[src/rtl/commit_trace_fifo.sv]
// Commit trace FIFO: timestamps retired instructions into a first-word fall-through
// queue, counts drops when full, and can freeze capture after the first drop.
module commit_trace_fifo #(
  parameter int DEPTH       = 16,
  parameter bit STOP_ON_OVF = 1'b1
) (
  input  logic                     clk,
  input  logic                     reset,
  input  logic                     commit_valid,
  input  logic [31:0]              commit_pc,
  input  logic [31:0]              commit_inst,
  input  logic                     commit_wen,
  input  logic [4:0]               commit_waddr,
  input  logic [31:0]              commit_wdata,
  input  logic                     clear,
  output logic                     out_valid,
  input  logic                     out_ready,
  output logic [31:0]              out_ts,
  output logic [31:0]              out_pc,
  output logic [31:0]              out_inst,
  output logic [31:0]              out_wdata,
  output logic                     out_wen,
  output logic [4:0]               out_waddr,
  output logic [$clog2(DEPTH):0]   count,
  output logic                     overflow,
  output logic [15:0]              drop_cnt,
  output logic                     frozen
);

  localparam int AW = $clog2(DEPTH);
  localparam logic [AW:0] FULL_CNT = (AW+1)'(DEPTH);

  typedef struct packed {
    logic [31:0] ts;
    logic [31:0] pc;
    logic [31:0] inst;
    logic        wen;
    logic [4:0]  waddr;
    logic [31:0] wdata;
  } entry_t;

  typedef enum logic {RUN = 1'b0, FROZEN = 1'b1} state_t;

  state_t        state, state_next;
  logic [31:0]   cycle_cnt;
  logic [AW-1:0] wr_ptr, rd_ptr;
  entry_t        mem [DEPTH];
  entry_t        head;
  entry_t        new_entry;
  logic          pop, push, drop, slot_free;

  // A full FIFO still has room when the head leaves in the same cycle.
  always_comb begin
    pop        = (count != '0) && out_ready;
    slot_free  = (count != FULL_CNT) || pop;
    push       = 1'b0;
    drop       = 1'b0;
    state_next = state;
    if (clear) begin
      state_next = RUN;
    end else if (commit_valid) begin
      if (state == RUN && slot_free) begin
        push = 1'b1;
      end else begin
        drop = 1'b1;
        if (STOP_ON_OVF) state_next = FROZEN;
      end
    end
  end

  // Timestamp is the value the cycle counter takes on the capturing edge.
  always_comb begin
    new_entry.ts    = cycle_cnt + 32'd1;
    new_entry.pc    = commit_pc;
    new_entry.inst  = commit_inst;
    new_entry.wen   = commit_wen;
    new_entry.waddr = commit_waddr;
    new_entry.wdata = commit_wdata;
  end

  always_ff @(posedge clk or negedge reset) begin
    if (!reset) begin
      state     <= RUN;
      cycle_cnt <= '0;
      wr_ptr    <= '0;
      rd_ptr    <= '0;
      count     <= '0;
      overflow  <= 1'b0;
      drop_cnt  <= '0;
    end else begin
      state     <= state_next;
      cycle_cnt <= cycle_cnt + 32'd1;
      if (clear) begin
        wr_ptr   <= '0;
        rd_ptr   <= '0;
        count    <= '0;
        overflow <= 1'b0;
        drop_cnt <= '0;
      end else begin
        if (push) wr_ptr <= wr_ptr + AW'(1);
        if (pop)  rd_ptr <= rd_ptr + AW'(1);
        count <= count + (AW+1)'(push) - (AW+1)'(pop);
        if (drop) begin
          overflow <= 1'b1;
          if (drop_cnt != 16'hFFFF) drop_cnt <= drop_cnt + 16'd1;
        end
      end
    end
  end

  always_ff @(posedge clk) begin
    if (push) mem[wr_ptr] <= new_entry;
  end

  assign head      = mem[rd_ptr];
  assign out_valid = (count != '0);
  assign out_ts    = head.ts;
  assign out_pc    = head.pc;
  assign out_inst  = head.inst;
  assign out_wen   = head.wen;
  assign out_waddr = head.waddr;
  assign out_wdata = head.wdata;
  assign frozen    = (state == FROZEN);

endmodule

[config.mk]
export PLATFORM = sky130hd
export DESIGN_NAME = commit_trace_fifo
export DESIGN_NICKNAME = d
export VERILOG_FILES = /design/src/rtl/commit_trace_fifo.sv
export SDC_FILE = /design/constraint.sdc
export NUM_CORES = 2
export LEC_CHECK = 0
export CORE_UTILIZATION = 40
export DETAILED_ROUTE_END_ITERATION = 12
export GPL_TIMING_DRIVEN = 0
export SKIP_CTS_REPAIR_TIMING = 1
export SLEW_MARGIN = 15
export SYNTH_ARGS = -nofsm -noshare
export SYNTH_HDL_FRONTEND = slang
export SYNTH_SLANG_ARGS = --single-unit
[constraint.sdc]
create_clock -name clk -period 16.5 [get_ports clk]
set_clock_uncertainty 0.15 [all_clocks]
set_input_delay 3.3 -clock clk [delete_from_list [all_inputs] [get_ports clk]]
set_output_delay 3.3 -clock clk [all_outputs]
set_load 0.02 [all_outputs]
==> reports/metrics.cfg <==
[die]
core_sq_um=207300
num_rows=167
die_y_um=459.0
ios=265
dieArea_sq_um=210700
chipWidth_um=459.0
start_util_pct=40.30

[cts]
cts_buffer_depth=3
clock-sinks=2207
root_buffer=clkbuf_16
cts_made_buffers=217
cts_tree=done
path_clk_slew_ns=0.06
h-tree-depth=4
insertion_delay_ns=0.85

[yosys]
synth_cell_type_count=41
netlist.area_leader.share_pct=77.07
synth_area_sq_um=83540
ys_ff_latch=2207
yosys-top-cells-area=edfxtp_1 77%, mux4_2 18%, dfrtp_1 1.9%, buf_4 0.34%, clkbuf_1 0.33%
synth_fp_nets=3400
synth_warnings=0
synthFlopType=edfxtp_1
yosysSeqAreaShare_pct=78.95
syn_avg_cell_area_sq_um=25.48
syn_inst=3279
synth_edf_count=2144
yosys.area.top_type=edfxtp_1
async_reset_ff_share_pct=2.855

[timing]
setup_tns_ns=0
worstMarginPinSlew_ns=1.195
finalMaxSlewViolations=0
slew_headroom_pct=20.08
hold_viol=0
period_share_pct=48.10
fmax_mhz=126.0
holdWs_ns=0.3606
finalCriticalPeriod_ns=7.937
setup_violations=0
rsz0062_at_grt=false

[global_routing]
grt_pass1_wl_um=295900
grt_pass1_vias=40090
antenna_found_initial=31
grt_remaining_overflow=0
grt_max_degree=49
grt.total_usage_pct=19.85

[detailed_routing]
drc=0
wl_per_cell_um=29.95
viasPerCell=5.536
dr_total_vias=38540
routed_wl_um=208500
final_antenna_net_count=0
drt_iter0_markers=4145
firstDrtPassIters=5

[finish]
final_nets=4093
multi_input_area_sq_um=16870
layout_commonest_cell=edfxtp_1
seqCellArea_sq_um=65960
drive_gt1_share_pct=32.19
fillers=16680
stdcell_area_sq_um=99780
mostFrequentLayoutCells=2144 x edfxtp_1, 670 x mux4_2, 263 x clkdlybuf4s50_1
area_growth_pct=19.44
fin_util_pct=48.14

[power_and_ir_drop]
switching_power_mw=3.661
ir_drop_mv=0.1179
p_sw_share_pct=25.85
powerDensity_nw_per_um2=141.9
internal-power_mw=10.50
power.leakage_nw=31.15
power_frac_seq_pct=44.0
comb_power_share_pct=20.6
total_power_mw=14.16
clkPwrFrac_pct=35.4

[run_status]
outcome=complete, no violations

[setup_path]
crit_arrival_ns=4.49
cp.required_ns=13.05
worstSetupEndpointType=primary output
path_max_fanout=10
critPathLaunchType=flop
crit_type=flop to primary output

[placed_design]
dpl.hpwl_um=128600
placed_cell_area_sq_um=92320
io_buffer_count=264
gp_congestion=0.7212

[job]
maxCapViolations=0

[worst_hold_path]
hold_path_class=flop to flop

==> critical path, cell delays in order, from the launching register on <==
cell and delay (ns):
dfrtp_1 0.35, buf_2 0.22, clkbuf_2 0.64, clkbuf_1 0.85, mux4_2 0.42, mux4_2 0.56, clkdlybuf4s50_1 0.58
==> cells in the mapped netlist, drive strengths merged (2+ instances only) <==
| master | n |
|---|---|
| ha | 13 |
| and4 | 7 |
| mux4 | 670 |
| inv | 18 |
| or3 | 5 |
| nand3 | 17 |
| and3 | 11 |
| o21ai | 7 |
| nand4 | 11 |
| buf | 83 |
| xor2 | 22 |
| nor2b | 3 |
| dfrtp | 63 |
| xnor2 | 27 |
| nor4 | 6 |
| and2 | 11 |
| edfxtp | 2144 |
| nor2 | 41 |
| clkbuf | 74 |
| mux2i | 3 |
| o211ai | 5 |
| nand2 | 18 |
| nand3b | 2 |
| a21oi | 6 |
==> through the flow <==
| step | instances | setup slack [ns] |
|---|---|---|
| 2_1_floorplan | 3279 | -0.9069 |
| 5_1_grt | 6957 | 8.444 |
| 6_report | 6962 | 8.563 |
| 3_3_place_gp | 6331 | -20.68 |
| 3_5_place_dp | 6541 | 8.172 |
| 4_1_cts | 6954 | 8.338 |
==> power groups by stage <==
stage | Combinational [mW] | Clock (mW) | Sequential [mW]
floorplan | 1.82 | 0 | 6.39
global placement | 2.93 | 0 | 6.44
detailed placement | 2.98 | 0 | 6.35
CTS | 2.99 | 5.10 | 6.24
global route | 3.08 | 5.30 | 6.24
finish | 2.91 | 5.01 | 6.24
==> sequential cells by signal (all words and copies together), names as in the netlist <==
name,cells
drop_cnt,16
overflow,1
frozen,1
rd_ptr,4
mem,2144
count,5
wr_ptr,4
cycle_cnt,32
==> path summary, 6_finish.rpt <==
| check | startpoint | end | slack (ns) | cells after the start |
|---|---|---|---|---|
| min reg2reg | overflow | overflow | 0.36 | 2 |
| min in group asynchronous | reset | drop_cnt[6] | 2.17 | 1 |
| max reg2reg | count[2] | mem[1][69] | 11.11 | 21 |
| max | rd_ptr[1] | out_ts[8] | 8.56 | 6 |
| max in group asynchronous | reset | cycle_cnt[0] | 13.41 | 2 |
| min | overflow | overflow | 0.36 | 2 |
==> logic make-up after synthesis <==
logic type      count (synthesis)  synth area share [%]
flops                        2207                 78.95
mux                           674                 18.11
buf+inv                       175                 1.155
simple gates                  138                0.8597
xor+xnor                       49                0.5137
compound gates                 22                0.1887
fa+ha+maj                      14                0.2187
==> layer usage <==
metal,global-route usage [%],share of wire (%),up-vias
li1,-,-,15710
met1,27.49,42,21190
met2,32.39,50,1311
met3,3.804,6.5,310
met4,5.073,2.2,24
met5,0,0.074,-
==> final cells by class <==
class | count | area share (%)
Antenna cell | 8 | 0.02006
Buffer | 157 | 0.9191
Clock buffer | 270 | 5.796
Clock inverter | 143 | 1.476
Inverter | 18 | 0.06771
Multi-Input combinational cell | 897 | 16.91
Sequential cell | 2207 | 66.10
Tap cell | 2788 | 3.496
Timing Repair Buffer | 474 | 5.215
No activity file was read; power rests on OpenSTA's default activity.
